--- config.mk ---
export PLATFORM = sky130hd
export DESIGN_NAME = serializer_arb
export DESIGN_NICKNAME = d
export VERILOG_FILES = /design/src/rtl/serializer_arb_pkg.sv /design/src/rtl/rr_arbiter.sv /design/src/rtl/serializer_arb.sv
export SDC_FILE = /design/constraint.sdc
export NUM_CORES = 1
export LEC_CHECK = 0
export CORE_MARGIN = 8
export CORE_UTILIZATION = 45
export CTS_CLUSTER_DIAMETER = 200
export CTS_CLUSTER_SIZE = 24
export DETAILED_ROUTE_END_ITERATION = 7
export GPL_TIMING_DRIVEN = 0
export PLACE_DENSITY = 0.95
export SETUP_SLACK_MARGIN = 0.02
export SYNTH_ARGS = -nofsm -noshare
export SYNTH_HDL_FRONTEND = slang
export SYNTH_HIERARCHICAL = 1
export SYNTH_SLANG_ARGS = --single-unit
--- constraint.sdc ---
create_clock -name clk_i -period 6.69 [get_ports clk_i]
set_input_delay 1.0035 -clock clk_i [delete_from_list [all_inputs] [get_ports clk_i]]
set_output_delay 1.0035 -clock clk_i [all_outputs]
set_load 0.1 [all_outputs]
--- src/rtl/serializer_arb_pkg.sv ---
// Shared types and helpers for the serializer round-robin scheduler.
package serializer_arb_pkg;

    typedef enum logic [1:0] {
        IDLE       = 2'd0,
        ISSUE      = 2'd1,
        WAIT_START = 2'd2,
        WAIT_DONE  = 2'd3
    } arb_state_t;

    localparam int unsigned MOD_ILLEGAL_1 = 1;
    localparam int unsigned MOD_ILLEGAL_2 = 2;

    // Bit counts of 1 and 2 cannot be produced by the serializer.
    function automatic logic mod_legal(input int unsigned m);
        return (m != MOD_ILLEGAL_1) && (m != MOD_ILLEGAL_2);
    endfunction

endpackage

--- src/rtl/rr_arbiter.sv ---
// Combinational round-robin picker: first asserted request at or after ptr.
module rr_arbiter #(
    parameter int N_REQ = 4,
    localparam int PTR_W = (N_REQ > 1) ? $clog2(N_REQ) : 1
) (
    input  logic [N_REQ-1:0] req,
    input  logic [PTR_W-1:0] ptr,
    input  logic             en,
    output logic [N_REQ-1:0] gnt,
    output logic [PTR_W-1:0] gnt_idx,
    output logic             any
);

    logic [PTR_W-1:0] idx;

    always_comb begin
        gnt     = '0;
        gnt_idx = '0;
        any     = 1'b0;
        idx     = '0;
        for (int i = 0; i < N_REQ; i++) begin
            idx = PTR_W'((int'(ptr) + i) % N_REQ);
            if (en && !any && req[idx]) begin
                any      = 1'b1;
                gnt[idx] = 1'b1;
                gnt_idx  = idx;
            end
        end
    end

endmodule

--- src/rtl/serializer_arb.sv ---
// Round-robin scheduler sharing one serializer among N_REQ requesters.
module serializer_arb
    import serializer_arb_pkg::*;
#(
    parameter int N_REQ    = 4,
    parameter int DATA_W   = 16,
    parameter int MOD_W    = 4,
    parameter int START_TO = 4
) (
    input  logic                          clk_i,
    input  logic                          arst_n_i,
    input  logic [N_REQ-1:0][DATA_W-1:0]  req_data_i,
    input  logic [N_REQ-1:0][MOD_W-1:0]   req_mod_i,
    input  logic [N_REQ-1:0]              req_val_i,
    output logic [N_REQ-1:0]              req_ready_o,
    output logic [DATA_W-1:0]             ser_data_o,
    output logic [MOD_W-1:0]              ser_mod_o,
    output logic                          ser_val_o,
    input  logic                          ser_busy_i,
    output logic [N_REQ-1:0]              grant_o,
    output logic                          drop_o,
    output logic                          err_o
);

    localparam int PTR_W = $clog2(N_REQ);
    localparam int CNT_W = $clog2(START_TO + 1);

    arb_state_t       state, state_nxt;
    logic [PTR_W-1:0] ptr, ptr_nxt;
    logic [CNT_W-1:0] cnt;
    logic [N_REQ-1:0] gnt;
    logic [PTR_W-1:0] gnt_idx;
    logic             any;
    logic             arb_en;
    logic             win_legal;
    logic             issue;
    logic             drop;
    logic             done;
    logic             timeout;

    // Arbitration runs only when idle or when the current word has just finished.
    assign arb_en = (state == IDLE) || ((state == WAIT_DONE) && !ser_busy_i);

    rr_arbiter #(.N_REQ(N_REQ)) u_rr (
        .req     (req_val_i),
        .ptr     (ptr),
        .en      (arb_en),
        .gnt     (gnt),
        .gnt_idx (gnt_idx),
        .any     (any)
    );

    assign req_ready_o = gnt;
    assign win_legal   = mod_legal(32'(req_mod_i[gnt_idx]));

    always_comb begin
        state_nxt = state;
        timeout   = 1'b0;
        done      = 1'b0;
        case (state)
            IDLE: state_nxt = IDLE;
            ISSUE: state_nxt = WAIT_START;
            WAIT_START: begin
                if (ser_busy_i) begin
                    state_nxt = WAIT_DONE;
                end else if (cnt == CNT_W'(START_TO - 1)) begin
                    state_nxt = IDLE;
                    timeout   = 1'b1;
                end
            end
            WAIT_DONE: begin
                if (!ser_busy_i) begin
                    state_nxt = IDLE;
                    done      = 1'b1;
                end
            end
            default: state_nxt = IDLE;
        endcase
        issue = any && win_legal;
        drop  = any && !win_legal;
        if (issue) begin
            state_nxt = ISSUE;
        end
        ptr_nxt = ptr;
        if (any) begin
            ptr_nxt = (gnt_idx == PTR_W'(N_REQ - 1)) ? '0 : gnt_idx + 1'b1;
        end
    end

    always_ff @(posedge clk_i or negedge arst_n_i) begin
        if (!arst_n_i) begin
            state      <= IDLE;
            ptr        <= '0;
            cnt        <= '0;
            ser_data_o <= '0;
            ser_mod_o  <= '0;
            ser_val_o  <= 1'b0;
            grant_o    <= '0;
            drop_o     <= 1'b0;
            err_o      <= 1'b0;
        end else begin
            state     <= state_nxt;
            ptr       <= ptr_nxt;
            cnt       <= (state == WAIT_START) ? cnt + 1'b1 : '0;
            ser_val_o <= issue;
            drop_o    <= drop;
            err_o     <= timeout;
            // A new win in the finishing cycle takes precedence over clearing the grant.
            if (issue) begin
                ser_data_o <= req_data_i[gnt_idx];
                ser_mod_o  <= req_mod_i[gnt_idx];
                grant_o    <= gnt;
            end else if (done || timeout) begin
                grant_o <= '0;
            end
        end
    end

endmodule
==> impl_metrics.env, run 1 <==
export IMPL_diodes=0
export IMPL_coreArea_um2=5510
export IMPL_r2r_setup_slack_ns=1.79
export IMPL_maxCapViolCount=0
export IMPL_io_pins=118
export IMPL_ys_seq_area_frac=0.331
export IMPL_cts_tree="yes"
export IMPL_r2r_end="ser_data_o[7]"
export IMPL_final_period_minus_worst_setup_slack_ns=5.08
export IMPL_fmax_mhz=197
export IMPL_grt_pass1_wl_um=12300
export IMPL_max_stage_delay_ns=1.15
export IMPL_vias=2254
export IMPL_rsz0062_at_grt="no"
export IMPL_tightest_slew_ns=1.01
export IMPL_clk_latency_ns=0.28
export IMPL_synth_nets=305
export IMPL_cts_buffers=5
export IMPL_grt_use_total=0.180
export IMPL_clk_pin_slew_ns=0.07
export IMPL_ff2ff_path_depth=14
export IMPL_required_ns=5.69
export IMPL_finalWirelength_um=7580
export IMPL_overflow=0
export IMPL_syn_mean_instance_area_um2=12.6
export IMPL_dr_first_iter_drc_count=73
export IMPL_min_path_type="register to register"
export IMPL_synth_area_top_cells="dfrtp_1, mux4_2, ha_1"
export IMPL_yosys_area_top_type="dfrtp_1"
export IMPL_crit_arrival_ns=4.08
export IMPL_die_area_um2=8400
export IMPL_synthTopCellsByCount="dfrtp_1, mux4_2, ha_1"
export IMPL_finalSetupTns_ns=0
export IMPL_drive_above_1_share=0.189
export IMPL_skew_ns=0.00283
export IMPL_synth_top_area_frac=0.331
export IMPL_htreeDepth=2
export IMPL_die_y_um=91.6
export IMPL_critPathCaptureType="primary output"
export IMPL_cts_buffer_depth=2
export IMPL_path_buf_inv=4
export IMPL_wl_per_cell_um=19.0
export IMPL_cp_top_family="buffers and inverters"
export IMPL_vias_per_cell=5.64
export IMPL_crit_slowest_cell="clkdlybuf4s50_1"
export IMPL_hold_viol=0
export IMPL_syn2layout_area_growth_pct=52.1
export IMPL_cts_resized=0
export IMPL_status="complete, no violations"
export IMPL_yosysMostFrequentCell="dfrtp_1"
export IMPL_ant_nets=0
export IMPL_syn_area_um2=2570
export IMPL_layout_cells_non_filler=400
export IMPL_drv_slew=0
export IMPL_worst_setup_path_type="register to primary output"
export IMPL_firstDrtPassIters=4
export IMPL_grt_pass1_vias=2547
export IMPL_min_to="cnt[0]"
export IMPL_grt_max_degree=35
export IMPL_synth_main_ff_cell="dfrtp_1"
export IMPL_nets=428
export IMPL_portBuffers=116
export IMPL_clock_sinks=34
export IMPL_rows=27
export IMPL_dp_hpwl_um=6200
export IMPL_timing_slew_headroom=0.325
export IMPL_grt_antenna_before_repair=0
export IMPL_hold_depth=1
export IMPL_fin_crit_sh=0.759
export IMPL_rr_startpoint="ptr[1]"
export IMPL_crit_chain="clkbuf_1 > inv_1 > ha_1 > buf_6 > mux4_2 > nor2b_4 > nor2_1 > a221o_1 > clkdlybuf4s50_1"
export IMPL_hp_start="cnt[0]"
export IMPL_gp_congestion=0.826
export IMPL_dp_cells=392
export IMPL_syn_instance_count=204
export IMPL_cts_setup_buffers=0
export IMPL_synth_edf_count=0
export IMPL_ys_warnings_count=6
export IMPL_die_w_um=91.6
export IMPL_drc=0
export IMPL_worstSetupStartpointType="register"
export IMPL_cts_hold_fix_buffers=0
export IMPL_clockRootBuffer="clkbuf_8"
export IMPL_start_util=0.467
export IMPL_synth_distinct_cells=50
export IMPL_setup_viol=0
export IMPL_worstPathMaxFanout=8
export IMPL_synth_seq_cells=34
export IMPL_async_flop_share=1.00
[worst max path at each step]
| stage | start | to | cells after the start |
|---|---|---|---|
| 2_1_floorplan | ptr[0] | ser_data_o[15] | 16 |
| 3_3_place_gp | req_val_i[0] | ser_data_o[2] | 12 |
| 3_5_place_dp | req_val_i[0] | ser_data_o[7] | 11 |
| 4_1_cts | ptr[1] | req_ready_o[0] | 9 |
| 5_1_grt | ptr[1] | req_ready_o[0] | 9 |
| 6_report | ptr[1] | req_ready_o[0] | 9 |
[area by class of cell]
class | instances | area (um2)
multi-input cells | 149 | 1600
fillers | 406 | 1590
repair buffers | 116 | 1160
flip-flops and latches | 34 | 851
well taps | 72 | 90.1
clock buffers | 6 | 82.6
plain buffers | 11 | 81.3
inverters | 10 | 40.0
clock inverters | 2 | 12.5
[through the flow]
| step | util | hold WS (ns) | area, um2 | setup slack [ns] |
|---|---|---|---|---|
| 3_5_place_dp | 0.694 | 0.440 | 3820 | 1.65 |
| 4_1_cts | 0.711 | 0.450 | 3920 | 1.63 |
| 6_report | 0.711 | 0.439 | 3920 | 1.61 |
| 3_3_place_gp | 0.695 | 0.420 | 3820 | 1.68 |
| 5_1_grt | 0.711 | 0.468 | 3920 | 1.41 |
| 2_1_floorplan | - | 0.409 | 2570 | 2.32 |
[metal layers]
metal | track usage | vias up | share of wire
li1 | - | 1044 | -
met1 | 0.197 | 1092 | 0.38
met2 | 0.324 | 110 | 0.52
met3 | 0.0652 | 8 | 0.085
met4 | 0.0382 | 0 | 0.012
met5 | 0 | - | 0
[state kept, by name, indices dropped and copies added, names as in the netlist]
name and cells:
ptr 2, cnt 3, ser_val_o 1, err_o 1
drop_o 1, grant_o 4, ser_mod_o 4, state 2
ser_data_o 16
[kinds of logic (layout without fill, tap and decap cells)]
family | count (synthesis) | after routing | synth area share
buffers and inverters | 21 | 145 | 0.0472
muxes | 47 | 47 | 0.325
adders and majority gates | 14 | 14 | 0.0681
xor gates and xnor gates | 2 | 2 | 0.00681
AOI/OAI and AO/OA | 47 | 47 | 0.132
DFF | 34 | 34 | 0.331
and+or+nand+nor | 39 | 39 | 0.0904
[cell usage in the layout, fill, tap and decap left out, types with 2 or more instances in the layout]
cell type / n
o211ai_1: 5
clkbuf_1: 3
nor2b_1: 7
o21ai_0: 6
a22oi_1: 4
mux4_2: 17
inv_1: 9
a221o_1: 4
a22o_1: 2
mux2_2: 12
nand3_1: 7
buf_2: 3
mux2i_1: 4
clkbuf_8: 6
nor2_1: 5
a31o_2: 4
o22ai_1: 2
clkdlybuf4s50_1: 115
buf_6: 3
a21oi_1: 9
nand2_1: 9
o31ai_1: 2
dfrtp_1: 34
mux2_4: 8
ha_1: 14
mux4_1: 6
Power of run 1 is left out: the tool's default activity adds up to more than one toggle a clock period on the data nets, which glitch-free logic cannot reach.
==> run 2: changes to the inputs <==
--- a/config.mk
+++ b/config.mk
@@ -6,12 +6,12 @@
 export NUM_CORES = 1
 export LEC_CHECK = 0
 export CORE_MARGIN = 8
-export CORE_UTILIZATION = 45
+export CORE_UTILIZATION = 42
 export CTS_CLUSTER_DIAMETER = 200
 export CTS_CLUSTER_SIZE = 24
 export DETAILED_ROUTE_END_ITERATION = 7
 export GPL_TIMING_DRIVEN = 0
-export PLACE_DENSITY = 0.95
+export PLACE_DENSITY = 0.92
 export SETUP_SLACK_MARGIN = 0.02
 export SYNTH_ARGS = -nofsm -noshare
 export SYNTH_HDL_FRONTEND = slang
==> constraint.sdc (replaced) <==
create_clock -name clk_i -period 5.2 [get_ports clk_i]
set_input_delay 0.78 -clock clk_i [delete_from_list [all_inputs] [get_ports clk_i]]
set_output_delay 0.78 -clock clk_i [all_outputs]
set_load 0.1 [all_outputs]
==> run 2 against run 1 <==
  * Register-to-register slack got worse by 1.4 ns
  * Setup slack got worse by 1.3 ns
  * Sequential cell count unchanged
  * Utilization decreased by 4.6 points
  * First-iteration DRC count increased by 25%
  * Count of clock-buffer cells in the layout unchanged
  * Critical path depth increased by 1
  * Cell area increased by 0.64%
  * Worst hold slack improved by 0.0060 ns
  * Final cell count increased by 0.50%
  * Clock skew about the same
==> impl_metrics.env, run 2 (synthesized netlist as in run 1, its figures left out) <==
export IMPL_status="complete, no violations"
export IMPL_hold_viol=0
export IMPL_gp_congestion=0.858
export IMPL_firstDrtPassIters=4
export IMPL_crit_slowest_cell="clkdlybuf4s50_1"
export IMPL_top_regs="ser_data_o x16, grant_o x4, ser_mod_o x4"
export IMPL_tightest_slew_ns=1.01
export IMPL_drv_slew=0
export IMPL_r2r_setup_slack_ns=0.35
export IMPL_max_flop_register="ser_data_o"
export IMPL_largest_register_ffs=16
export IMPL_grt_pass1_vias=2538
export IMPL_die_area_um2=8890
export IMPL_syn2layout_area_growth_pct=53.1
export IMPL_die_y_um=94.3
export IMPL_coreArea_um2=5920
export IMPL_dr_first_iter_drc_count=91
export IMPL_critPathCaptureType="primary output"
export IMPL_finalSetupTns_ns=0
export IMPL_grt_antenna_before_repair=0
export IMPL_fmax_mhz=206
export IMPL_clk_latency_ns=0.27
export IMPL_rows=28
export IMPL_path_buf_inv=5
export IMPL_grt_pass1_wl_um=12300
export IMPL_fin_crit_sh=0.935
export IMPL_worstSetupStartpointType="register"
export IMPL_maxCapViolCount=0
export IMPL_die_w_um=94.3
export IMPL_hp_start="cnt[0]"
export IMPL_nets=428
export IMPL_rsz0062_at_grt="no"
export IMPL_timing_slew_headroom=0.322
export IMPL_crit_arrival_ns=4.08
export IMPL_clock_sinks=34
export IMPL_overflow=0
export IMPL_drc=0
export IMPL_skew_ns=0.00328
export IMPL_required_ns=4.42
export IMPL_clockRootBuffer="clkbuf_8"
export IMPL_cts_hold_fix_buffers=0
export IMPL_setup_viol=0
export IMPL_layout_commonest_cell="clkdlybuf4s50_1"
export IMPL_cp_top_family="buffers and inverters"
export IMPL_vias_per_cell=5.59
export IMPL_rr_startpoint="ptr[0]"
export IMPL_grt_max_degree=35
export IMPL_final_period_minus_worst_setup_slack_ns=4.86
export IMPL_clk_pin_slew_ns=0.07
export IMPL_dp_hpwl_um=6180
export IMPL_htreeDepth=2
export IMPL_min_to="cnt[0]"
export IMPL_cts_tree="yes"
export IMPL_diodes=0
export IMPL_io_pins=118
export IMPL_finalWirelength_um=7570
export IMPL_ant_nets=0
export IMPL_cts_buffer_depth=2
export IMPL_worstPathMaxFanout=10
export IMPL_cp_common_cell="buf_6"
export IMPL_crit_chain="buf_6 > buf_4 > inv_1 > ha_1 > buf_6 > mux4_2 > nor2b_4 > nor2_1 > a221o_1 > clkdlybuf4s50_1"
export IMPL_r2r_end="ser_data_o[2]"
export IMPL_cts_buffers=5
export IMPL_drive_above_1_share=0.190
export IMPL_grt_use_total=0.172
export IMPL_worst_setup_path_type="register to primary output"
export IMPL_wl_per_cell_um=18.8
export IMPL_start_util=0.435
export IMPL_min_path_type="register to register"
export IMPL_fillerInstances=460
export IMPL_ff2ff_path_depth=16
export IMPL_holdWs_ns=0.445
export IMPL_portBuffers=116
export IMPL_max_stage_delay_ns=1.14
export IMPL_layout_common_cells="clkdlybuf4s50_1, dfrtp_1, mux4_2"
export IMPL_vias=2249
export IMPL_hold_depth=1
run 2: cell types whose count changed in the layout (fill, tap and decap cells not counted), sizes merged:
| cell | delta |
|---|---|
| bufinv | +1 |
| clkinvlp | -1 |
| clkinv | -1 |
run 2: cell type report:
cell class,instances,area [um2],area share
multi-input combinational,149,1610,0.407
timing repair buffer,116,1160,0.293
sequential,34,851,0.216
clock buffer,6,82.6,0.0210
buffer,11,81.3,0.0206
inverter,10,40.0,0.0102
clock inverter,1,30.0,0.00762
tap,75,93.8,0.0238
run 2: stage by stage:
step                instances  setup slack, ns  area [um2]   util
floorplan                 204            0.834        2570      -
global placement          395            0.367        3830  0.647
detailed placement        395            0.266        3820  0.646
CTS                       402            0.243        3940  0.665
global route              402           0.0634        3940  0.665
finish                    402            0.336        3940  0.665
run 2: worst max path at each step:
stage / from / end / slack, ns / depth (start not counted)
2_1_floorplan: ptr[0] / ser_data_o[15] / 0.83 / 16
3_3_place_gp: ptr[1] / ser_data_o[2] / 0.37 / 15
3_5_place_dp: ptr[1] / ser_data_o[2] / 0.27 / 15
4_1_cts: ptr[1] / ser_data_o[2] / 0.24 / 15
5_1_grt: ptr[1] / ser_data_o[2] / 0.06 / 15
6_report: ptr[0] / req_ready_o[0] / 0.34 / 10
run 2: metal layers:
metal,wire (um),part of all wire,vias up,track usage
li1,-,-,1048,-
met1,3000,0.40,1095,0.194
met2,3870,0.51,104,0.305
met3,682,0.090,2,0.0647
met4,17,0.0022,0,0.0277
met5,0,0,-,0
run 2: repair_timing:
item                                    in CTS  in global routing
endpoints found under the setup margin       0                  8
setup buffers                                0                  0
resized for setup                            0                  1
run 2: worst register-to-register path, delay by kind of cell (launching register included):
kind	cells	cell delay [ns]
AOI/OAI and AO/OA	2	0.44
xor gates and xnor gates	1	0.43
adders and majority gates	1	0.32
buffers and inverters	7	1.29
DFF	1	0.48
muxes	3	1.33
and+or+nand+nor	2	0.45
Power of run 2 is left out for the same reason.
==> run 3: changes to the inputs <==
--- a/config.mk
+++ b/config.mk
@@ -5,15 +5,15 @@
 export SDC_FILE = /design/constraint.sdc
 export NUM_CORES = 1
 export LEC_CHECK = 0
+export CORE_ASPECT_RATIO = 1.5
 export CORE_MARGIN = 8
-export CORE_UTILIZATION = 42
+export CORE_UTILIZATION = 44
 export CTS_CLUSTER_DIAMETER = 200
 export CTS_CLUSTER_SIZE = 24
 export DETAILED_ROUTE_END_ITERATION = 7
 export GPL_TIMING_DRIVEN = 0
-export PLACE_DENSITY = 0.92
+export PLACE_DENSITY = 0.93
 export SETUP_SLACK_MARGIN = 0.02
 export SYNTH_ARGS = -nofsm -noshare
 export SYNTH_HDL_FRONTEND = slang
-export SYNTH_HIERARCHICAL = 1
 export SYNTH_SLANG_ARGS = --single-unit
==> run 3 against run 2 <==
  * Register-to-register slack better by 0.91 ns
  * Clock skew grew 0.0023 ns
  * Setup slack better by 0.14 ns
  * Critical endpoint is now req_ready_o[1]
  * Highest routed layer unchanged
==> impl_metrics.env, run 3 <==
export IMPL_wl_met2_um=5310
export IMPL_worstPathMaxFanout=10
export IMPL_dp_hpwl_um=7380
export IMPL_grt_use_total=0.192
export IMPL_syn_area_um2=2860
export IMPL_clock_sinks=34
export IMPL_yosys_area_top_type="dfrtp_1"
export IMPL_hold_viol=0
export IMPL_grt_pass1_wl_um=14100
export IMPL_crit_arrival_ns=3.95
export IMPL_cts_setup_buffers=0
export IMPL_fmax_mhz=212
export IMPL_clockRootBuffer="clkbuf_8"
export IMPL_final_period_minus_worst_setup_slack_ns=4.73
export IMPL_hold_depth=1
export IMPL_worst_setup_path_type="register to primary output"
export IMPL_synth_edf_count=0
export IMPL_maxCapViolCount=0
export IMPL_start_util=0.447
export IMPL_htreeDepth=2
export IMPL_ant_nets=0
export IMPL_met3_length_um=424
export IMPL_fillerInstances=500
export IMPL_ys_warnings_count=0
export IMPL_wl_per_cell_um=18.7
export IMPL_die_w_um=81.8
export IMPL_worstSetupStartpoint="ptr[0]"
export IMPL_gp_congestion=0.881
export IMPL_largest_register_ffs=16
export IMPL_worst_path_stages=11
export IMPL_ys_seq_area_frac=0.298
export IMPL_routed_top_layer="met4"
export IMPL_synth_nets=390
export IMPL_layout_commonest_cell="clkdlybuf4s50_1"
export IMPL_critPathCaptureType="primary output"
export IMPL_cts_buffer_depth=2
export IMPL_rsz0062_at_grt="no"
export IMPL_required_ns=4.42
export IMPL_cts_buffers=5
export IMPL_synth_seq_cells=34
export IMPL_cp_top_family="buffers and inverters"
export IMPL_yosysMostFrequentCell="dfrtp_1"
export IMPL_clk_pin_slew_ns=0.07
export IMPL_rows=36
export IMPL_synth_main_ff_cell="dfrtp_1"
export IMPL_layout_common_cells="clkdlybuf4s50_1, dfrtp_1, mux2i_1"
export IMPL_finalWirelength_um=9140
export IMPL_synth_distinct_cells=48
export IMPL_synth_top_area_frac=0.298
export IMPL_skew_ns=0.00554
export IMPL_fin_crit_sh=0.909
export IMPL_syn_mean_instance_area_um2=9.89
export IMPL_final_seq_area_um2=851
export IMPL_nets=513
export IMPL_firstDrtPassIters=4
export IMPL_drive_above_1_share=0.114
export IMPL_min_path_type="register to register"
export IMPL_finalSetupTns_ns=0
export IMPL_drc=0
export IMPL_cts_resized=0
export IMPL_wl_met1_um=3150
export IMPL_syn2layout_area_growth_pct=47.8
export IMPL_r2r_setup_slack_ns=1.26
export IMPL_synth_area_top_cells="dfrtp_1, mux2i_1, ha_1"
export IMPL_top_regs="ser_data_o x16, grant_o x4, ser_mod_o x4"
export IMPL_crit_chain="buf_4 > inv_1 > ha_1 > buf_6 > mux4_2 > clkinv_2 > o21ai_0 > a211oi_2 > a22oi_1 > nand2_1 > dlymetal6s2s_1"
export IMPL_synthTopCellsByCount="dfrtp_1, mux2i_1, nor2b_1"
export IMPL_vias_per_cell=5.58
export IMPL_setup_viol=0
export IMPL_io_pins=118
export IMPL_tightest_slew_ns=1.05
export IMPL_status="complete, no violations"
export IMPL_cts_tree="yes"
export IMPL_ff2ff_path_depth=14
export IMPL_overflow=0
export IMPL_die_area_um2=9390
export IMPL_path_buf_inv=5
export IMPL_async_flop_share=1.00
export IMPL_grt_antenna_before_repair=0
export IMPL_clk_latency_ns=0.29
export IMPL_rr_startpoint="ptr[0]"
export IMPL_multiInputGateArea_um2=1810
export IMPL_die_y_um=115
export IMPL_timing_slew_headroom=0.295
export IMPL_setup_worst_path_end="req_ready_o[1]"
export IMPL_r2r_end="ser_data_o[12]"
export IMPL_max_flop_register="ser_data_o"
export IMPL_dr_first_iter_drc_count=168
export IMPL_coreArea_um2=6400
export IMPL_vias=2730
export IMPL_worstSetupStartpointType="register"
export IMPL_grt_max_degree=35
export IMPL_portBuffers=116
export IMPL_drv_slew=0
export IMPL_cts_hold_fix_buffers=0
export IMPL_crit_slowest_cell="dlymetal6s2s_1"
export IMPL_diodes=0
export IMPL_syn_instance_count=289
export IMPL_grt_pass1_vias=2932
export IMPL_max_stage_delay_ns=0.76
run 3: stage by stage:
stage,area [um2],setup WS [ns],std cells,hold slack [ns],utilization
6_report,4230,0.472,489,0.463,0.661
5_1_grt,4230,0.326,489,0.494,0.661
4_1_cts,4220,0.0895,489,0.462,0.659
3_5_place_dp,4110,0.432,481,0.449,0.643
3_3_place_gp,4120,0.481,481,0.417,0.643
2_1_floorplan,2860,1.43,289,0.403,-
run 3: cell families after synthesis:
| group | count (synthesis) | share of synthesized area |
|---|---|---|
| AO/OA/AOI/OAI | 72 | 0.179 |
| XOR/XNOR | 5 | 0.0153 |
| adder cells (fa/ha/maj) | 14 | 0.0613 |
| buffers and inverters | 31 | 0.0678 |
| flip-flops | 34 | 0.298 |
| multiplexers | 55 | 0.233 |
| AND/OR/NAND/NOR | 78 | 0.146 |
run 3: worst register-to-register path, cell delays in order, from the launching register on:
cell and delay (ns):
dfrtp_1 0.55, buf_4 0.24, inv_1 0.16, ha_1 0.34, buf_6 0.13, mux4_2 0.54
clkinv_2 0.10, a31oi_4 0.09, o32ai_4 0.42, buf_6 0.23, buf_6 0.17, buf_6 0.19
mux2i_1 0.27, a21oi_1 0.12, mux2_4 0.29
run 3: worst min-delay path by stage:
stage / start / end
after floorplan: cnt[0] / cnt[0]
after global placement: cnt[0] / cnt[0]
after detailed placement: cnt[0] / cnt[0]
after CTS: cnt[0] / cnt[0]
after global routing: cnt[0] / cnt[0]
final: cnt[0] / cnt[0]
run 3: per-layer routing:
metal  vias up  global-route usage
met4         0              0.0729
met2        88               0.371
li1       1295                   -
met5         -                   0
met1      1332               0.190
met3        15              0.0346
run 3: cell type report:
| class | instances | area share |
|---|---|---|
| Buffer | 19 | 0.0349 |
| Timing Repair Buffer | 116 | 0.276 |
| Clock inverter | 1 | 0.00710 |
| Tap cell | 76 | 0.0225 |
| Sequential cell | 34 | 0.201 |
| Multi-Input combinational cell | 224 | 0.429 |
| Inverter | 12 | 0.0110 |
| Clock buffer | 7 | 0.0181 |
Power of run 3 is left out for the same reason.
